### config.mk
export PLATFORM = sky130hd
export DESIGN_NAME = pipe_control
export DESIGN_NICKNAME = d
export VERILOG_FILES = /design/src/rtl/pipe_control.sv
export SDC_FILE = /design/constraint.sdc
export NUM_CORES = 1
export LEC_CHECK = 0
export CAP_MARGIN = 20
export CORE_AREA = 4 4 97 53
export DETAILED_ROUTE_END_ITERATION = 10
export DIE_AREA = 0 0 101 57
export PLACE_DENSITY = 0.63
export SYNTH_ARGS = -nofsm -noshare
export SYNTH_HDL_FRONTEND = slang
export SYNTH_SLANG_ARGS = --single-unit
### constraint.sdc
create_clock -name clk -period 2.3 [get_ports clk]
set_input_delay 0.575 -clock clk [delete_from_list [all_inputs] [get_ports clk]]
set_output_delay 0.575 -clock clk [all_outputs]
set_load 0.05 [all_outputs]
### src/rtl/pipe_control.sv
// pipe_control: ID decode plus EX/MEM/WB control pipeline with
// load-use stall and EX-stage branch/jump resolution.
module pipe_control #(
    parameter int OPW   = 4,
    parameter int REGW  = 6,
    parameter int INSTW = 32
) (
    input  logic             clk,
    input  logic             rst_n,
    input  logic             inst_valid,
    input  logic [INSTW-1:0] inst,
    input  logic             z,
    input  logic             n,
    output logic             stall,
    output logic             flush,
    output logic             pc_sel,
    output logic             ex_alusrc,
    output logic [2:0]       ex_aluop,
    output logic             ex_svpc,
    output logic             mem_memr,
    output logic             mem_memw,
    output logic             wb_regw,
    output logic             wb_memtoreg,
    output logic [REGW-1:0]  wb_rd,
    output logic             ex_illegal
);

    typedef struct packed {
        logic       alusrc;
        logic [2:0] aluop;
        logic       svpc;
        logic       memr;
        logic       memw;
        logic       regw;
        logic       memtoreg;
    } ctl_t;

    // Zero-extended compares make non-zero upper opcode bits illegal.
    localparam logic [OPW-1:0] OP_NOP  = OPW'(4'h0);
    localparam logic [OPW-1:0] OP_ST   = OPW'(4'h3);
    localparam logic [OPW-1:0] OP_ADD  = OPW'(4'h4);
    localparam logic [OPW-1:0] OP_INC  = OPW'(4'h5);
    localparam logic [OPW-1:0] OP_NEG  = OPW'(4'h6);
    localparam logic [OPW-1:0] OP_SUB  = OPW'(4'h7);
    localparam logic [OPW-1:0] OP_J    = OPW'(4'h8);
    localparam logic [OPW-1:0] OP_BRZ  = OPW'(4'h9);
    localparam logic [OPW-1:0] OP_BRN  = OPW'(4'hB);
    localparam logic [OPW-1:0] OP_LD   = OPW'(4'hE);
    localparam logic [OPW-1:0] OP_SVPC = OPW'(4'hF);

    logic [OPW-1:0]  id_op;
    logic [REGW-1:0] id_rd;
    logic [REGW-1:0] id_rs;
    logic [REGW-1:0] id_rt;

    assign id_op = inst[INSTW-1 -: OPW];
    assign id_rd = inst[INSTW-OPW-1 -: REGW];
    assign id_rs = inst[INSTW-OPW-REGW-1 -: REGW];
    assign id_rt = inst[INSTW-OPW-2*REGW-1 -: REGW];

    if (INSTW > OPW + 3*REGW) begin : g_unused
        wire unused_lo = ^inst[INSTW-OPW-3*REGW-1:0];
    end

    ctl_t id_ctl;
    logic id_ill;

    always_comb begin
        id_ctl = '0;
        id_ill = 1'b0;
        unique case (1'b1)
            id_op == OP_ADD: begin
                id_ctl.aluop = 3'b001;
                id_ctl.regw  = 1'b1;
            end
            id_op == OP_INC: begin
                id_ctl.aluop  = 3'b001;
                id_ctl.alusrc = 1'b1;
                id_ctl.regw   = 1'b1;
            end
            id_op == OP_SVPC: begin
                id_ctl.aluop  = 3'b001;
                id_ctl.alusrc = 1'b1;
                id_ctl.svpc   = 1'b1;
                id_ctl.regw   = 1'b1;
            end
            id_op == OP_NEG: begin
                id_ctl.aluop = 3'b010;
                id_ctl.regw  = 1'b1;
            end
            id_op == OP_SUB: begin
                id_ctl.aluop = 3'b100;
                id_ctl.regw  = 1'b1;
            end
            id_op == OP_LD: begin
                id_ctl.memr     = 1'b1;
                id_ctl.memtoreg = 1'b1;
                id_ctl.regw     = 1'b1;
            end
            id_op == OP_ST:  id_ctl.memw = 1'b1;
            id_op == OP_NOP, id_op == OP_J,
            id_op == OP_BRZ, id_op == OP_BRN: ;
            default: id_ill = 1'b1;
        endcase
    end

    logic            ex_v;
    ctl_t            ex_c;
    logic [OPW-1:0]  ex_op;
    logic [REGW-1:0] ex_rd;
    logic            ex_ill;
    logic            mem_v;
    logic            mem_r;
    logic            mem_w;
    logic            mem_rw;
    logic            mem_m2r;
    logic [REGW-1:0] mem_rd;
    logic            wb_v;
    logic            wb_rw;
    logic            wb_m2r;
    logic [REGW-1:0] wb_rdq;

    logic hit;
    logic take;
    logic id_go;

    // ST reads rd as its store data, so rd joins the compare.
    assign hit = (ex_rd == id_rs) | (ex_rd == id_rt)
               | ((id_op == OP_ST) & (ex_rd == id_rd));
    assign stall = inst_valid & ex_v & (ex_op == OP_LD) & hit;

    assign take = ex_v & ((ex_op == OP_J)
                | ((ex_op == OP_BRZ) & z)
                | ((ex_op == OP_BRN) & n));
    assign flush  = take;
    assign pc_sel = take;
    assign id_go  = inst_valid & ~stall & ~take;

    always_ff @(posedge clk or negedge rst_n) begin
        if (!rst_n) begin
            ex_v    <= 1'b0;
            ex_c    <= '0;
            ex_op   <= '0;
            ex_rd   <= '0;
            ex_ill  <= 1'b0;
            mem_v   <= 1'b0;
            mem_r   <= 1'b0;
            mem_w   <= 1'b0;
            mem_rw  <= 1'b0;
            mem_m2r <= 1'b0;
            mem_rd  <= '0;
            wb_v    <= 1'b0;
            wb_rw   <= 1'b0;
            wb_m2r  <= 1'b0;
            wb_rdq  <= '0;
        end else begin
            ex_v    <= id_go;
            ex_c    <= id_ctl;
            ex_op   <= id_op;
            ex_rd   <= id_rd;
            ex_ill  <= id_ill;
            mem_v   <= ex_v;
            mem_r   <= ex_c.memr;
            mem_w   <= ex_c.memw;
            mem_rw  <= ex_c.regw;
            mem_m2r <= ex_c.memtoreg;
            mem_rd  <= ex_rd;
            wb_v    <= mem_v;
            wb_rw   <= mem_rw;
            wb_m2r  <= mem_m2r;
            wb_rdq  <= mem_rd;
        end
    end

    assign ex_alusrc   = ex_v & ex_c.alusrc;
    assign ex_aluop    = ex_v ? ex_c.aluop : 3'b000;
    assign ex_svpc     = ex_v & ex_c.svpc;
    assign ex_illegal  = ex_v & ex_ill;
    assign mem_memr    = mem_v & mem_r;
    assign mem_memw    = mem_v & mem_w;
    assign wb_regw     = wb_v & wb_rw;
    assign wb_memtoreg = wb_v & wb_m2r;
    assign wb_rd       = wb_v ? wb_rdq : '0;

endmodule
==> summary.txt <==
outcome -> finished, violations left
failing checks -> negative setup slack
chip width -> 101 um
row count -> 17
combinational power share -> 15.7%
CTS tree -> done
cts bufs inserted -> 5
Syn Nets -> 147
number of DRC markers in iteration 0 -> 29
maxcap violations -> 0
met1 global-route usage -> 16.7%
Ys Warns -> 0
Main synth FF type -> dfrtp_1
Avg WL per Cell -> 14.0 um
r2r setup slk -> 0.59 ns
global-route wire length before repair -> 5360 um
Seq/Total Area, Yosys -> 66.0%
DPL Wire Length -> 2430 um
crit share post-route -> 111%
Top Ports -> 56
layer with the highest usage -> met2
Seq pwr share -> 52.4%
DRT Pass-1 Iters -> 4
Core Area -> 4280 um^2
R2R cell count -> 5
#FFs+latches synth -> 39
vias in the first global route -> 1095
Peak VDD IR -> 0.000280 V
Final ANT Viol Nets -> 0
met3 GRT Util -> 5.13%
most common cell after layout, fill and taps aside -> dfrtp_1
All-Layer GR Usage -> 12.3%
die area -> 5760 um^2
pin count of the biggest net entering global routing -> 40
switching share of power -> 25.1%
Post-Route WL -> 3220 um
Worst R2R End -> ex_v$_DFF_PN0_
total internal power -> 1.06 mW
DRC -> 0
initial antenna violation count -> 0
hold path cells -> 0
worst r2r src -> ex_rd[0]$_DFF_PN0_
Via Count -> 1018
Min-Delay Path Class -> reg2reg
max_slew headroom -> 44.4%
IO Port Bufs -> 45
Max clock buf depth -> 2
worst hold margin -> 0.349 ns
final slew viol count -> 0
RSZ-0062 raised after global routing -> yes
drt via density -> 4.43
Pleak -> 1.03 nW
Final Non-Filler Cells -> 230
final net count -> 210
sw power -> 0.353 mW
Clk pin slew, worst setup/hold paths -> 0.07 ns
clock latency on the worst-skew pair -> 0.28 ns
Placement Cell Area -> 2080 um^2
layout cells sized above 1 -> 33.5%
Max FO, Critical Path -> 2
Starting Density -> 34.6%
Fin Setup TNS -> -0.250 ns
Critical Path Source Type -> input pin
CTS Sinks -> 39
synthesized cell area -> 1480 um^2
fill count -> 382
WS Path Type -> in2out
Post-synth ARST share -> 100%
fin util -> 52.2%
global route overflow -> 0
Synth cell types -> 28
critical path endpoint category -> output pin
Setup Viol. Count Final -> 2
most frequent cells in the layout -> dfrtp_1, buf_4, clkdlybuf4s50_1
Critical Path AT -> 1.97 ns
met2 GRT Util -> 18.6%
PwrDens -> 632 nW/um^2
post-route clock skew -> 0.00584 ns
CTS Root Cell -> clkbuf_8
final worst setup slack -> -0.248 ns
area delta synth->final -> 50.9%
final count of hold timing violations -> 0
cell total after placement -> 220
Synth Instances -> 110
clock network fraction of total power -> 31.9%
htree depth -> 2
EDFF count, synth -> 0
Slew @ Worst Pin -> 0.834 ns
hold wc startpoint -> mem_rd[3]$_DFF_PN0_
Post-Syn Area per Cell -> 13.4 um^2
hold endpoint -> wb_rdq[3]$_DFF_PN0_
Fmax -> 0.392 GHz
Die H -> 57 um
Placer Congestion -> 0.789
Inserted Diodes -> 0
minimum clock period after layout -> 2.55 ns
fin area -> 2230 um^2
Critical Path RT -> 1.73 ns
hold_buf cts -> 0
[power by group through the flow]
stage               registers, mW  logic, mW  clock network, mW
floorplan                   0.747      0.105                  0
global placement            0.750      0.214                  0
detailed placement          0.751      0.217                  0
CTS                         0.739      0.224              0.467
global route                0.743      0.239              0.502
finish                      0.739      0.221              0.450
[sequential cells by signal, summed over array words and instances, names as in the netlist, 4 cells and up]
name and flops:
mem_rd 6, wb_rdq 6, ex_op 4, ex_rd 6, ex_c 8
[kinds of logic (layout without fill, tap and decap cells)]
group / after synthesis / count (layout) / share of synthesized area, %
AO/OA/AOI/OAI: 8 / 8 / 4.32
XOR/XNOR: 19 / 19 / 11.3
flip-flops: 39 / 39 / 66.0
buffers and inverters: 3 / 66 / 1.01
AND/OR/NAND/NOR: 41 / 41 / 17.4
[worst max-delay path: stages]
cell,delay (ns)
clkdlybuf4s50_1,0.41
xor2_1,0.16
nor4_1,0.33
a32oi_2,0.14
o21ai_4,0.20
buf_12,0.15
[synth_stat cells (2+ instances only)]
cell	n	area, um^2
nand2b_1	2	12.5
o211a_1	2	20.0
nand2_1	6	22.5
nor4_1	2	12.5
nor2_1	6	22.5
dfrtp_1	39	976
xnor2_1	9	78.8
and2_2	6	45.0
xor2_1	10	87.6
and2_1	10	62.6
[per-stage QoR]
stage | setup WS (ns) | total power, mW
after floorplan | -0.00420 | 0.852
after global placement | -0.520 | 0.964
after detailed placement | -0.530 | 0.968
after CTS | -0.290 | 1.43
after global routing | -0.307 | 1.48
final | -0.248 | 1.41
[final cells by class]
type,instances,area (um^2),area share (%)
sequential,39,976,43.7
multi-input combinational,68,569,25.5
timing repair buffer,58,524,23.5
clock buffer,6,82.6,3.70
tap,57,71.3,3.20
clock inverter,1,5.00,0.224
inverter,1,3.75,0.168
[layer usage]
layer | up-vias | part of all wire (%)
met1 | 497 | 47
met5 | - | 0
li1 | 487 | -
met4 | 0 | 0.22
met2 | 32 | 46
met3 | 2 | 6.5
[worst max-delay path by stage]
| stage | start | endpoint | slack (ns) | depth (start not counted) |
|---|---|---|---|---|
| floorplan | inst_valid | stall | -0.004 | 3 |
| global placement | inst_valid | stall | -0.52 | 5 |
| detailed placement | inst_valid | stall | -0.53 | 5 |
| CTS | ex_op[0]$_DFF_PN0_ | stall | -0.29 | 4 |
| global route | ex_op[2]$_DFF_PN0_ | stall | -0.31 | 5 |
| finish | inst[18] | stall | -0.25 | 6 |
[repair_timing]
item,4_1_cts,5_1_grt
gates cloned,0,0
hold endpoints to repair,0,0
endpoints found under the setup margin,3,3
setup buffers,3,0
pin swaps,8,2
gates resized for setup,20,1
No activity file was read; power rests on OpenSTA's default activity.
